`config.mk`:
```
export PLATFORM = sky130hd
export DESIGN_NAME = param_alu_seq
export DESIGN_NICKNAME = d
export VERILOG_FILES = /design/src/rtl/param_alu_seq.sv
export SDC_FILE = /design/constraint.sdc
export NUM_CORES = 1
export LEC_CHECK = 0
export ABC_AREA = 0
export CAP_MARGIN = 20
export CORE_MARGIN = 4
export CORE_UTILIZATION = 45
export CTS_CLUSTER_SIZE = 40
export DETAILED_ROUTE_END_ITERATION = 16
export HOLD_SLACK_MARGIN = 0.12
export PLACE_DENSITY = 0.69
export RECOVER_POWER = 25
export REMOVE_ABC_BUFFERS = 1
export SLEW_MARGIN = 20
export SYNTH_ARGS = -nofsm -noshare
export SYNTH_HDL_FRONTEND = slang
export SYNTH_SLANG_ARGS = --single-unit
```
`constraint.sdc`:
```
create_clock -name clk -period 2.9 [get_ports clk]
set_input_delay 0.58 -clock clk [delete_from_list [all_inputs] [get_ports clk]]
set_output_delay 0.58 -clock clk [all_outputs]
set_load 0.1 [all_outputs]
```
`src/rtl/param_alu_seq.sv`:
```
// Sequential ALU with a valid/ready handshake on both sides. Single-cycle ops
// produce a result one cycle after acceptance; MUL runs a WIDTH-cycle shift-add.
module param_alu_seq #(
    parameter int WIDTH = 8
) (
    input  logic             clk,
    input  logic             rst,
    input  logic [WIDTH-1:0] A,
    input  logic [WIDTH-1:0] B,
    input  logic             cin,
    input  logic [2:0]       op,
    input  logic             in_valid,
    output logic             in_ready,
    output logic [WIDTH-1:0] res,
    output logic             cout,
    output logic             zero,
    output logic             neg,
    output logic             ovf,
    output logic             out_valid,
    input  logic             out_ready
);

    localparam logic [2:0] OP_SUB = 3'b000;
    localparam logic [2:0] OP_ADD = 3'b001;
    localparam logic [2:0] OP_OR  = 3'b010;
    localparam logic [2:0] OP_AND = 3'b011;
    localparam logic [2:0] OP_XOR = 3'b100;
    localparam logic [2:0] OP_SHL = 3'b101;
    localparam logic [2:0] OP_SHR = 3'b110;
    localparam logic [2:0] OP_MUL = 3'b111;

    localparam int CW = (WIDTH > 2) ? $clog2(WIDTH) : 1;

    typedef enum logic [1:0] {IDLE, MUL_RUN, DONE} state_t;

    state_t               state;
    logic [2*WIDTH-1:0]   mcand;
    logic [2*WIDTH-1:0]   acc;
    logic [WIDTH-1:0]     mplier;
    logic [CW-1:0]        count;

    logic [WIDTH:0]       sum_ext;
    logic [WIDTH-1:0]     diff;
    logic [WIDTH-1:0]     alu_res;
    logic                 alu_cout;
    logic                 alu_ovf;
    logic [2*WIDTH-1:0]   acc_step;
    logic                 accept;

    assign in_ready = (state == IDLE) || ((state == DONE) && out_ready);
    assign accept   = in_valid && in_ready;
    assign sum_ext  = {1'b0, A} + {1'b0, B} + {{WIDTH{1'b0}}, cin};
    assign diff     = A - B;
    assign acc_step = mplier[0] ? (acc + mcand) : acc;

    // Single-cycle datapath; MUL is handled by the shift-add sequencer below.
    always_comb begin
        alu_res  = '0;
        alu_cout = 1'b0;
        alu_ovf  = 1'b0;
        case (op)
            OP_SUB: begin
                alu_res  = diff;
                alu_cout = (A >= B);
                alu_ovf  = (A[WIDTH-1] != B[WIDTH-1]) && (diff[WIDTH-1] != A[WIDTH-1]);
            end
            OP_ADD: begin
                alu_res  = sum_ext[WIDTH-1:0];
                alu_cout = sum_ext[WIDTH];
                alu_ovf  = (A[WIDTH-1] == B[WIDTH-1]) && (sum_ext[WIDTH-1] != A[WIDTH-1]);
            end
            OP_OR:   alu_res = A | B;
            OP_AND:  alu_res = A & B;
            OP_XOR:  alu_res = A ^ B;
            OP_SHL: begin
                alu_res  = {A[WIDTH-2:0], 1'b0};
                alu_cout = A[WIDTH-1];
            end
            OP_SHR: begin
                alu_res  = {1'b0, A[WIDTH-1:1]};
                alu_cout = A[0];
            end
            default: ;
        endcase
    end

    // Control FSM; reset beats every handshake and aborts a multiply in flight.
    always_ff @(posedge clk) begin
        if (rst) begin
            state     <= IDLE;
            res       <= '0;
            cout      <= 1'b0;
            zero      <= 1'b1;
            neg       <= 1'b0;
            ovf       <= 1'b0;
            out_valid <= 1'b0;
            mcand     <= '0;
            acc       <= '0;
            mplier    <= '0;
            count     <= '0;
        end else begin
            case (state)
                MUL_RUN: begin
                    acc    <= acc_step;
                    mcand  <= mcand << 1;
                    mplier <= mplier >> 1;
                    count  <= count + 1'b1;
                    if (count == CW'(WIDTH - 1)) begin
                        state     <= DONE;
                        res       <= acc_step[WIDTH-1:0];
                        cout      <= |acc_step[2*WIDTH-1:WIDTH];
                        zero      <= (acc_step[WIDTH-1:0] == '0);
                        neg       <= acc_step[WIDTH-1];
                        ovf       <= 1'b0;
                        out_valid <= 1'b1;
                    end
                end
                default: begin
                    if (accept) begin
                        if (op == OP_MUL) begin
                            state     <= MUL_RUN;
                            out_valid <= 1'b0;
                            mcand     <= {{WIDTH{1'b0}}, A};
                            mplier    <= B;
                            acc       <= '0;
                            count     <= '0;
                        end else begin
                            state     <= DONE;
                            res       <= alu_res;
                            cout      <= alu_cout;
                            zero      <= (alu_res == '0);
                            neg       <= alu_res[WIDTH-1];
                            ovf       <= alu_ovf;
                            out_valid <= 1'b1;
                        end
                    end else if ((state == DONE) && out_ready) begin
                        state     <= IDLE;
                        out_valid <= 1'b0;
                    end
                end
            endcase
        end
    end

endmodule
```
==> impl_metrics.xml, run 1 <==
<?xml version="1.0" encoding="UTF-8"?>
<metrics>
  <group name="placed_design">
    <metric name="placed_cell_count" unit="">832</metric>
    <metric name="dp_worst_setup_slack" unit="ns">-0.652</metric>
    <metric name="dpl-instance-area" unit="um^2">5660</metric>
    <metric name="placement.io_buffers" unit="">37</metric>
    <metric name="place_congestion" unit="">0.869</metric>
    <metric name="place.detailed.hpwl" unit="um">10400</metric>
  </group>
  <group name="floorplanning">
    <metric name="io-pin-count" unit="">38</metric>
    <metric name="die_area" unit="um^2">12200</metric>
    <metric name="floorplan.die.width" unit="um">110</metric>
    <metric name="initial_utilization" unit="">0.460</metric>
    <metric name="floorplan.die.height" unit="um">110</metric>
    <metric name="design.core.area" unit="um^2">10300</metric>
    <metric name="rows" unit="">37</metric>
  </group>
  <group name="power_and_ir_drop">
    <metric name="internal-power" unit="W">0.00135</metric>
    <metric name="powerDensity" unit="nW/um^2">347</metric>
    <metric name="irDropWorstVdd" unit="mV">0.236</metric>
    <metric name="fin_total_pwr" unit="W">0.00206</metric>
    <metric name="leakagePower" unit="nW">2.54</metric>
    <metric name="power_switching_share" unit="">0.344</metric>
    <metric name="share_of_power_burned_in_registers" unit="">0.397</metric>
    <metric name="p_comb_frac" unit="">0.345</metric>
    <metric name="clock_power_share" unit="">0.258</metric>
    <metric name="p_sw" unit="W">0.000709</metric>
  </group>
  <group name="clock_network">
    <metric name="tritoncts" unit="">yes</metric>
    <metric name="cts_made_buffers" unit="">5</metric>
    <metric name="clock_latency" unit="ns">0.32</metric>
    <metric name="library_cell_used_as_clock_root_buffer" unit="">sky130_fd_sc_hd__clkbuf_8</metric>
    <metric name="cts-htree-levels" unit="">2</metric>
    <metric name="clk_slew_on_worst_s_h_paths" unit="ns">0.11</metric>
    <metric name="cts.sink_count" unit="">56</metric>
    <metric name="buffers_from_clock_root_to_sink_at_most" unit="">2</metric>
    <metric name="post_cts_hold_buffer_count" unit="">0</metric>
  </group>
  <group name="sta">
    <metric name="summed_negative_setup_slack_over_all_endpoints" unit="ns">0</metric>
    <metric name="clock-skew-final" unit="ns">0.0101</metric>
    <metric name="finalHoldViolations" unit="">0</metric>
    <metric name="timing.final.max_slew_violations" unit="">0</metric>
    <metric name="fmax" unit="MHz">357</metric>
    <metric name="timing.max_slew.rel_slack" unit="">0.209</metric>
    <metric name="setup_violations" unit="">0</metric>
    <metric name="setup_ws" unit="ns">0.100</metric>
    <metric name="tightestPinTransition" unit="ns">1.19</metric>
    <metric name="fin_crit" unit="ns">2.80</metric>
    <metric name="min_period_over_period" unit="">0.965</metric>
  </group>
  <group name="drt">
    <metric name="drt_pre_antenna_iters" unit="">5</metric>
    <metric name="avgViaCountPerCell" unit="">5.71</metric>
    <metric name="dr_total_vias" unit="">4813</metric>
    <metric name="top_layer" unit="">met4</metric>
    <metric name="antenna_left" unit="">0</metric>
    <metric name="met3_wirelength" unit="um">506</metric>
    <metric name="finalWirelength" unit="um">13700</metric>
    <metric name="routed_wire_length_per_instance" unit="um">16.3</metric>
    <metric name="remaining_drc_errors" unit="">0</metric>
    <metric name="drt_iter0_markers" unit="">285</metric>
    <metric name="met2_length" unit="um">6960</metric>
    <metric name="drt-met1-wl" unit="um">6050</metric>
  </group>
  <group name="synthesis">
    <metric name="syn-instance-count" unit="">620</metric>
    <metric name="area_fraction_of_the_dominant_cell_type_after_synthesis" unit="">0.237</metric>
    <metric name="number_of_flops_mapped_to_enable_cells_by_yosys" unit="">0</metric>
    <metric name="netlist-cell-type-count" unit="">72</metric>
    <metric name="netlist_top_cells_area" unit="">sky130_fd_sc_hd__dfxtp_1 (24%), sky130_fd_sc_hd__ha_1 (11%), sky130_fd_sc_hd__nand2_1 (5.7%), sky130_fd_sc_hd__a21oi_1 (5.4%), sky130_fd_sc_hd__nor2_1 (4.5%)</metric>
    <metric name="synth.yosys.warnings" unit="">0</metric>
    <metric name="synth_top_area_cell" unit="">sky130_fd_sc_hd__dfxtp_1</metric>
    <metric name="syn-cell-area" unit="um^2">4720</metric>
    <metric name="primary_ff_master_synth" unit="">sky130_fd_sc_hd__dfxtp_1</metric>
    <metric name="synth_async_sr_flop_share" unit="">0</metric>
    <metric name="avgSynthCellArea" unit="um^2">7.62</metric>
    <metric name="yosysSeqAreaShare" unit="">0.237</metric>
    <metric name="register_bit_total_from_synthesis" unit="">56</metric>
  </group>
  <group name="setup_path">
    <metric name="worstPathMaxFanout" unit="">3</metric>
    <metric name="library_cell_contributing_the_largest_single_delay_on_the_critical_path" unit="">sky130_fd_sc_hd__o41ai_2</metric>
    <metric name="timing.critical_path.cells" unit="">clkdlybuf4s15_1 -&gt; fa_2 -&gt; a21o_1 -&gt; a221o_1 -&gt; o41ai_2 -&gt; a21oi_1 -&gt; xnor2_1 -&gt; o21ai_1 -&gt; nand4bb_1 -&gt; a22oi_1</metric>
    <metric name="timing.critical_path.required" unit="ns">3.14</metric>
    <metric name="critical_path.startpoint_type" unit="">input pin</metric>
    <metric name="crit_family" unit="">compound AO/OA/AOI/OAI gates</metric>
    <metric name="worst_setup_path_end_kind" unit="">flip-flop</metric>
    <metric name="timing.critical_path.arrival" unit="ns">3.04</metric>
    <metric name="worst-setup-path-type" unit="">in -&gt; reg</metric>
    <metric name="timing.critical_path.slowest_cell_delay" unit="ns">0.41</metric>
    <metric name="crit_buf_inv" unit="">1</metric>
  </group>
  <group name="global_routing">
    <metric name="gr-total-overflow" unit="">0</metric>
    <metric name="antenna_found_initial" unit="">0</metric>
    <metric name="grt_start_max_net_pins" unit="">62</metric>
    <metric name="wire_length_of_the_first_global_routing_pass" unit="um">22100</metric>
    <metric name="vias_in_the_first_global_route" unit="">4536</metric>
    <metric name="globalRouteTotalUtil" unit="">0.212</metric>
  </group>
  <group name="outcome">
    <metric name="run_status" unit="">completed</metric>
  </group>
  <group name="final_layout">
    <metric name="layout.cells.most_common" unit="">sky130_fd_sc_hd__buf_4</metric>
    <metric name="antenna_cells" unit="">0</metric>
    <metric name="post-route-cell-area" unit="um^2">5930</metric>
    <metric name="seq_area" unit="um^2">1120</metric>
    <metric name="multi_input_area" unit="um^2">3440</metric>
    <metric name="stdcell_count" unit="">843</metric>
    <metric name="area_growth_syn_to_layout" unit="%">25.6</metric>
    <metric name="top_library_cells_by_usage_in_the_layout_fill_and_taps_aside" unit="">sky130_fd_sc_hd__buf_4 (84), sky130_fd_sc_hd__nand2_1 (72), sky130_fd_sc_hd__nor2_1 (57)</metric>
    <metric name="fill_cells" unit="">1003</metric>
    <metric name="drive_above_1_share" unit="">0.216</metric>
    <metric name="final_net_count" unit="">775</metric>
  </group>
  <group name="min_path">
    <metric name="worst_hold_path_type" unit="">reg -&gt; reg</metric>
  </group>
  <group name="flow_run">
    <metric name="cap_violations" unit="">0</metric>
  </group>
</metrics>
-- path summary, 6_finish.rpt --
kind,end,start,slack [ns],cells past startpoint
min reg2reg,ovf,ovf,0.46,2
max reg2reg,cout,acc[0],0.16,10
min,ovf,ovf,0.46,2
max,zero,B[0],0.10,10
-- worst reg2reg max path: stages, from the launching register on --
cell and delay, ns:
sky130_fd_sc_hd__dfxtp_1 0.34, sky130_fd_sc_hd__ha_1 0.22, sky130_fd_sc_hd__fa_2 0.39, sky130_fd_sc_hd__a21oi_4 0.17
sky130_fd_sc_hd__o22ai_2 0.13, sky130_fd_sc_hd__a311oi_2 0.40, sky130_fd_sc_hd__xnor2_2 0.13, sky130_fd_sc_hd__a2111oi_4 0.35
sky130_fd_sc_hd__o2111ai_2 0.17, sky130_fd_sc_hd__nor3b_2 0.19, sky130_fd_sc_hd__a41oi_1 0.12
-- stage by stage --
stage                util  hold slack (ns)
global placement    0.551            0.449
detailed placement  0.551            0.454
CTS                 0.566            0.469
global route        0.577            0.510
floorplan               -            0.443
finish              0.577            0.461
-- synthesized netlist by cell type (14+ instances only) --
master and number:
sky130_fd_sc_hd__ha_1 41, sky130_fd_sc_hd__a311oi_1 18, sky130_fd_sc_hd__nand3_1 28, sky130_fd_sc_hd__nor2b_1 14, sky130_fd_sc_hd__o21ai_0 20, sky130_fd_sc_hd__nor3_1 15, sky130_fd_sc_hd__xnor2_1 14, sky130_fd_sc_hd__nand2_1 72
sky130_fd_sc_hd__nor2_1 57, sky130_fd_sc_hd__dfxtp_1 56, sky130_fd_sc_hd__clkbuf_1 29, sky130_fd_sc_hd__inv_1 35, sky130_fd_sc_hd__a21oi_1 51
-- cell type report --
class                           instances  area share
Multi-Input combinational cell        484       0.579
Clock inverter                          2     0.00654
Inverter                               36      0.0228
Clock buffer                            6      0.0122
Timing Repair Buffer                  123       0.162
Tap cell                              136      0.0287
Sequential cell                        56       0.189
-- state kept, by name, indices dropped and copies added, names as in the netlist --
register	count
count	3
acc	16
ovf	1
res	8
zero	1
mcand	16
state	1
out_valid	1
cout	1
mplier	8
-- cells by family (layout without fill, tap and decap cells) --
family	Yosys count	in the layout	synth area share
AND/OR/NAND/NOR	227	227	0.227
flip-flops	56	56	0.237
XOR/XNOR	22	22	0.0408
multiplexers	16	16	0.0360
adder cells (fa/ha/maj)	45	45	0.126
buffers and inverters	80	167	0.0736
AO/OA/AOI/OAI	174	174	0.260
-- power groups by stage --
stage,sequential [W],combinational [W],clock (W)
4_1_cts,0.000817,0.000692,0.000535
2_1_floorplan,0.000932,0.000288,0
6_report,0.000817,0.000711,0.000532
5_1_grt,0.000821,0.000770,0.000566
3_3_place_gp,0.000834,0.000674,0
3_5_place_dp,0.000834,0.000680,0
-- layer usage --
metal  GRT usage  up-vias
li1            -     2393
met1       0.282     2298
met2       0.378      104
met3      0.0153       18
met4      0.0427        0
met5           0        -
-- what timing repair did --
action	4_1_cts	5_1_grt
resized for setup	12	43
buffers inserted	0	3
pin swaps	5	20
setup endpoints to repair	6	6
Power figures use the tool's default switching activity.
==> run 2, diff against run 1 <==
- CORE_MARGIN: 4 -> 5
==> impl_metrics.xml, run 2 (synthesis results as in run 1) <==
<?xml version="1.0" encoding="UTF-8"?>
<metrics>
  <group name="floorplanning">
    <metric name="design.core.area" unit="um^2">10300</metric>
    <metric name="io-pin-count" unit="">38</metric>
    <metric name="die_area" unit="um^2">12600</metric>
    <metric name="initial_utilization" unit="">0.460</metric>
    <metric name="floorplan.die.height" unit="um">112</metric>
    <metric name="rows" unit="">37</metric>
    <metric name="floorplan.die.width" unit="um">112</metric>
  </group>
  <group name="final_layout">
    <metric name="top_library_cells_by_usage_in_the_layout_fill_and_taps_aside" unit="">sky130_fd_sc_hd__buf_4 (84), sky130_fd_sc_hd__nand2_1 (72), sky130_fd_sc_hd__nor2_1 (57)</metric>
    <metric name="multi_input_area" unit="um^2">3410</metric>
    <metric name="final_net_count" unit="">777</metric>
    <metric name="largest_registers" unit="">acc (16), mcand (16)</metric>
    <metric name="layout.cells.most_common" unit="">sky130_fd_sc_hd__buf_4</metric>
    <metric name="seq_area" unit="um^2">1120</metric>
    <metric name="area_growth_syn_to_layout" unit="%">25.0</metric>
    <metric name="antenna_cells" unit="">0</metric>
    <metric name="fill_cells" unit="">999</metric>
    <metric name="drive_above_1_share" unit="">0.210</metric>
    <metric name="postLayoutCoreUtil" unit="">0.574</metric>
  </group>
  <group name="sta">
    <metric name="fin_crit" unit="ns">2.79</metric>
    <metric name="min_period_over_period" unit="">0.964</metric>
    <metric name="fmax" unit="MHz">358</metric>
    <metric name="finalHoldViolations" unit="">0</metric>
    <metric name="tightestPinTransition" unit="ns">1.19</metric>
    <metric name="summed_negative_setup_slack_over_all_endpoints" unit="ns">0</metric>
    <metric name="setup_violations" unit="">0</metric>
    <metric name="timing.max_slew.rel_slack" unit="">0.213</metric>
    <metric name="timing.final.max_slew_violations" unit="">0</metric>
    <metric name="clock-skew-final" unit="ns">0.00535</metric>
    <metric name="final.hold.worst_slack" unit="ns">0.474</metric>
  </group>
  <group name="setup_path">
    <metric name="library_cell_contributing_the_largest_single_delay_on_the_critical_path" unit="">sky130_fd_sc_hd__a311oi_2</metric>
    <metric name="critical_path.startpoint_type" unit="">flip-flop</metric>
    <metric name="timing.critical_path.slowest_cell_delay" unit="ns">0.41</metric>
    <metric name="worst_setup_path_end_kind" unit="">flip-flop</metric>
    <metric name="worst-setup-path-type" unit="">reg -&gt; reg</metric>
    <metric name="crit_buf_inv" unit="">0</metric>
    <metric name="timing.critical_path.arrival" unit="ns">2.99</metric>
    <metric name="timing.critical_path.required" unit="ns">3.10</metric>
    <metric name="timing.critical_path.cells" unit="">ha_2 -&gt; fa_2 -&gt; a21oi_4 -&gt; o22ai_2 -&gt; a311oi_2 -&gt; xnor2_2 -&gt; a2111oi_4 -&gt; o2111ai_2 -&gt; nor3b_2 -&gt; a41oi_1</metric>
    <metric name="worstPathMaxFanout" unit="">3</metric>
    <metric name="crit_family" unit="">compound AO/OA/AOI/OAI gates</metric>
  </group>
  <group name="clock_network">
    <metric name="post_cts_hold_buffer_count" unit="">0</metric>
    <metric name="cts-htree-levels" unit="">2</metric>
    <metric name="cts.sink_count" unit="">56</metric>
    <metric name="clock_latency" unit="ns">0.32</metric>
    <metric name="library_cell_used_as_clock_root_buffer" unit="">sky130_fd_sc_hd__clkbuf_8</metric>
    <metric name="buffers_from_clock_root_to_sink_at_most" unit="">2</metric>
    <metric name="clk_slew_on_worst_s_h_paths" unit="ns">0.10</metric>
    <metric name="cts_made_buffers" unit="">5</metric>
    <metric name="tritoncts" unit="">yes</metric>
  </group>
  <group name="min_path">
    <metric name="worst_hold_path_type" unit="">reg -&gt; reg</metric>
  </group>
  <group name="drt">
    <metric name="dr_total_vias" unit="">4844</metric>
    <metric name="routed_wire_length_per_instance" unit="um">16.3</metric>
    <metric name="antenna_left" unit="">0</metric>
    <metric name="avgViaCountPerCell" unit="">5.73</metric>
    <metric name="drt_pre_antenna_iters" unit="">5</metric>
    <metric name="finalWirelength" unit="um">13800</metric>
    <metric name="remaining_drc_errors" unit="">0</metric>
    <metric name="drt_iter0_markers" unit="">292</metric>
  </group>
  <group name="global_routing">
    <metric name="globalRouteTotalUtil" unit="">0.215</metric>
    <metric name="gr-total-overflow" unit="">0</metric>
    <metric name="vias_in_the_first_global_route" unit="">4758</metric>
    <metric name="wire_length_of_the_first_global_routing_pass" unit="um">23100</metric>
    <metric name="grt_start_max_net_pins" unit="">55</metric>
    <metric name="antenna_found_initial" unit="">0</metric>
  </group>
  <group name="flow_run">
    <metric name="cap_violations" unit="">0</metric>
  </group>
  <group name="power_and_ir_drop">
    <metric name="leakagePower" unit="nW">2.53</metric>
    <metric name="powerDensity" unit="nW/um^2">334</metric>
    <metric name="irDropWorstVdd" unit="mV">0.163</metric>
  </group>
  <group name="outcome">
    <metric name="run_status" unit="">completed</metric>
  </group>
  <group name="placed_design">
    <metric name="placement.io_buffers" unit="">37</metric>
    <metric name="place_congestion" unit="">0.905</metric>
    <metric name="place.detailed.hpwl" unit="um">10600</metric>
  </group>
</metrics>
## run 2: cell types whose count changed in the layout (fill, tap and decap cells not counted), moves of 2 or more
| cell | before | now |
|---|---|---|
| sky130_fd_sc_hd__clkbuf_1 | 14 | 17 |
| sky130_fd_sc_hd__nor3_2 | 2 | 0 |
| sky130_fd_sc_hd__o21ai_1 | 4 | 6 |
| sky130_fd_sc_hd__nor3_1 | 13 | 15 |
| sky130_fd_sc_hd__buf_12 | 1 | 3 |
| sky130_fd_sc_hd__o21ai_0 | 20 | 18 |
## run 2: what timing repair did
action / in CTS / in global routing
endpoints found under the setup margin: 4 / 4
pin swaps: 7 / 13
gates resized for setup: 15 / 40
buffers inserted: 1 / 5
## run 2: per-stage QoR
step / total power, W / cells / area (um^2) / setup WS [ns]
2_1_floorplan: 0.00122 / 576 / 4510 / -1.62
3_3_place_gp: 0.00150 / 831 / 5670 / -0.512
3_5_place_dp: 0.00152 / 831 / 5670 / -0.683
4_1_cts: 0.00197 / 840 / 5810 / 0.00990
5_1_grt: 0.00208 / 845 / 5900 / -0.00438
6_report: 0.00197 / 845 / 5900 / 0.105
## run 2: layout make-up
class                   instances  share of cell area
clock buffers                   8              0.0153
multi-input cells             484               0.577
flip-flops and latches         56               0.190
well taps                     136              0.0288
repair buffers                125               0.166
inverters                      36              0.0229
## run 2: path summary, 6_finish.rpt
kind / start / endpoint / slack [ns] / depth (start not counted)
max: mcand[0] / cout / 0.11 / 10
min: mcand[8] / mcand[9] / 0.47 / 2
max reg2reg: mcand[0] / cout / 0.11 / 10
min reg2reg: mcand[8] / mcand[9] / 0.47 / 2
## run 2: report_power, final
part           total, W  switching (W)  internal, W
Sequential     0.000817      0.0000214     0.000796
Clock          0.000447       0.000252     0.000196
Combinational  0.000707       0.000414     0.000293
## run 2: worst min-delay path, delay by kind of cell, from the launching register on
kind,cells,cell delay [ns]
AND/OR/NAND/NOR,1,0.06
flip-flops,1,0.34
AO/OA/AOI/OAI,1,0.05
## run 2: per-layer routing
layer  track usage  vias to the layer above  routed length (um)
met5             0                        -                   0
met4        0.0689                        0                 263
met3        0.0221                       20                 492
met2         0.381                      129                7000
met1         0.275                     2303                6000
li1              -                     2392                   -
==> run 3, diff against run 2 <==
- CORE_UTILIZATION: 45 -> 40
- PLACE_DENSITY: 0.69 -> 0.63
==> impl_metrics.xml, run 3 (synthesis results as in run 1) <==
<?xml version="1.0" encoding="UTF-8"?>
<metrics>
  <group name="outcome">
    <metric name="run_status" unit="">completed</metric>
  </group>
  <group name="setup_path">
    <metric name="timing.critical_path.arrival" unit="ns">3.01</metric>
    <metric name="worst_setup_path_end_kind" unit="">flip-flop</metric>
    <metric name="r2r-start" unit="">acc[0]</metric>
    <metric name="worst-setup-path-type" unit="">reg -&gt; reg</metric>
    <metric name="timing.critical_path.required" unit="ns">3.07</metric>
    <metric name="worst_setup_path_startpoint" unit="">acc[0]</metric>
    <metric name="critical_path.startpoint_type" unit="">flip-flop</metric>
    <metric name="worstPathMaxFanout" unit="">3</metric>
  </group>
  <group name="power_and_ir_drop">
    <metric name="power_switching_share" unit="">0.319</metric>
    <metric name="fin_total_pwr" unit="W">0.00226</metric>
    <metric name="p_comb_frac" unit="">0.310</metric>
    <metric name="leakagePower" unit="nW">2.56</metric>
    <metric name="powerDensity" unit="nW/um^2">375</metric>
    <metric name="internal-power" unit="W">0.00154</metric>
    <metric name="p_sw" unit="W">0.000719</metric>
    <metric name="clock_power_share" unit="">0.327</metric>
    <metric name="irDropWorstVdd" unit="mV">0.225</metric>
    <metric name="share_of_power_burned_in_registers" unit="">0.363</metric>
  </group>
  <group name="drt">
    <metric name="dr_total_vias" unit="">4807</metric>
    <metric name="drt_pre_antenna_iters" unit="">4</metric>
    <metric name="avgViaCountPerCell" unit="">5.66</metric>
    <metric name="antenna_left" unit="">0</metric>
    <metric name="routed_wire_length_per_instance" unit="um">16.4</metric>
    <metric name="finalWirelength" unit="um">14000</metric>
    <metric name="remaining_drc_errors" unit="">0</metric>
    <metric name="drt_iter0_markers" unit="">253</metric>
  </group>
  <group name="global_routing">
    <metric name="wire_length_of_the_first_global_routing_pass" unit="um">23100</metric>
    <metric name="vias_in_the_first_global_route" unit="">4704</metric>
    <metric name="gr-total-overflow" unit="">0</metric>
    <metric name="grt.met2_usage" unit="">0.337</metric>
    <metric name="grt_util_met3" unit="">0.0196</metric>
    <metric name="grt_start_max_net_pins" unit="">55</metric>
    <metric name="globalRouteMet1Util" unit="">0.256</metric>
    <metric name="globalRouteTotalUtil" unit="">0.195</metric>
    <metric name="antenna_found_initial" unit="">0</metric>
    <metric name="grt-busiest-layer" unit="">met2</metric>
  </group>
  <group name="sta">
    <metric name="min_period_over_period" unit="">0.979</metric>
    <metric name="finalHoldViolations" unit="">0</metric>
    <metric name="setup_violations" unit="">0</metric>
    <metric name="rsz_0062_raised_after_global_routing" unit="">true</metric>
    <metric name="timing.max_slew.rel_slack" unit="">0.215</metric>
    <metric name="final.hold.worst_slack" unit="ns">0.481</metric>
    <metric name="fin_crit" unit="ns">2.84</metric>
    <metric name="tightestPinTransition" unit="ns">1.18</metric>
    <metric name="fmax" unit="MHz">352</metric>
    <metric name="timing.final.max_slew_violations" unit="">0</metric>
    <metric name="clock-skew-final" unit="ns">0.00246</metric>
  </group>
  <group name="floorplanning">
    <metric name="floorplan.die.width" unit="um">119</metric>
    <metric name="initial_utilization" unit="">0.410</metric>
    <metric name="rows" unit="">39</metric>
    <metric name="design.core.area" unit="um^2">11500</metric>
    <metric name="die_area" unit="um^2">14100</metric>
    <metric name="io-pin-count" unit="">38</metric>
    <metric name="floorplan.die.height" unit="um">119</metric>
  </group>
  <group name="final_layout">
    <metric name="top_library_cells_by_usage_in_the_layout_fill_and_taps_aside" unit="">sky130_fd_sc_hd__buf_4 (86), sky130_fd_sc_hd__nand2_1 (72), sky130_fd_sc_hd__nor2_1 (57)</metric>
    <metric name="fill_cells" unit="">1133</metric>
    <metric name="largest_registers" unit="">acc (16), mcand (16)</metric>
    <metric name="area_growth_syn_to_layout" unit="%">27.5</metric>
    <metric name="multi_input_area" unit="um^2">3460</metric>
    <metric name="drive_above_1_share" unit="">0.216</metric>
    <metric name="final_net_count" unit="">775</metric>
    <metric name="seq_area" unit="um^2">1120</metric>
    <metric name="layout.cells.most_common" unit="">sky130_fd_sc_hd__buf_4</metric>
    <metric name="antenna_cells" unit="">0</metric>
  </group>
  <group name="clock_network">
    <metric name="clock_latency" unit="ns">0.30</metric>
    <metric name="cts.sink_count" unit="">56</metric>
    <metric name="tritoncts" unit="">yes</metric>
    <metric name="cts_made_buffers" unit="">5</metric>
    <metric name="buffers_from_clock_root_to_sink_at_most" unit="">2</metric>
    <metric name="library_cell_used_as_clock_root_buffer" unit="">sky130_fd_sc_hd__clkbuf_16</metric>
    <metric name="clk_slew_on_worst_s_h_paths" unit="ns">0.07</metric>
    <metric name="post_cts_hold_buffer_count" unit="">0</metric>
    <metric name="cts-htree-levels" unit="">2</metric>
  </group>
  <group name="placed_design">
    <metric name="place_congestion" unit="">0.862</metric>
    <metric name="place.detailed.hpwl" unit="um">10600</metric>
    <metric name="placement.io_buffers" unit="">37</metric>
  </group>
  <group name="flow_run">
    <metric name="cap_violations" unit="">0</metric>
  </group>
  <group name="min_path">
    <metric name="worst_hold_path_type" unit="">reg -&gt; reg</metric>
    <metric name="hold_start" unit="">count[1]</metric>
  </group>
</metrics>
-- run 3: final cells by class --
cell class,instances,area share
inverters,36,0.0224
multi-input cells,484,0.575
clock buffers,7,0.0253
flip-flops and latches,56,0.187
clock inverters,1,0.00499
well taps,143,0.0297
repair buffers,123,0.156
-- run 3: per-stage QoR --
stage          worst slack (ns)  instances  setup TNS [ns]  cell area, um^2  utilization
3_5_place_dp             -0.645        838           -3.49             5660        0.492
6_report                 0.0623        850               0             6020        0.523
2_1_floorplan             -1.62        576          -64.31             4510            -
4_1_cts                 0.00311        847               0             5910        0.513
5_1_grt                 -0.0336        850         -0.0336             6020        0.523
3_3_place_gp             -0.581        838           -3.08             5660        0.492
-- run 3: power groups by stage --
stage                     clock [W]  combinational (W)  sequential (W)
after floorplan                   0           0.000288        0.000932
after global routing       0.000775           0.000759        0.000821
after detailed placement          0           0.000674        0.000835
final                      0.000738           0.000700        0.000818
after global placement            0           0.000666        0.000835
after CTS                  0.000746           0.000691        0.000818
-- run 3: worst paths after layout --
path	end	slack (ns)	cells after the start
setup / recovery	cout	0.06	10
hold / removal	count[1]	0.48	2
setup reg to reg	cout	0.06	10
hold reg to reg	count[1]	0.48	2
-- run 3: worst max-delay path, cell delays in order (launching register included) --
cell	delay, ns
sky130_fd_sc_hd__dfxtp_2	0.34
sky130_fd_sc_hd__ha_4	0.17
sky130_fd_sc_hd__fa_2	0.39
sky130_fd_sc_hd__a21oi_4	0.22
sky130_fd_sc_hd__o22ai_4	0.11
sky130_fd_sc_hd__a311oi_4	0.36
sky130_fd_sc_hd__xnor2_2	0.14
sky130_fd_sc_hd__a2111oi_4	0.43
sky130_fd_sc_hd__o2111ai_2	0.17
sky130_fd_sc_hd__nor3b_2	0.23
sky130_fd_sc_hd__a41oi_2	0.13
-- run 3: routing by layer --
layer / share of wire / routed length, um
met3: 0.027 / 375
met4: 0.021 / 289
met5: 0 / 0
met2: 0.49 / 6830
met1: 0.46 / 6480
-- run 3: timing repair --
action / CTS / global route
setup buffers: 1 / 4
pin swaps: 12 / 25
endpoints found under the setup margin: 6 / 6
resized for setup: 15 / 46
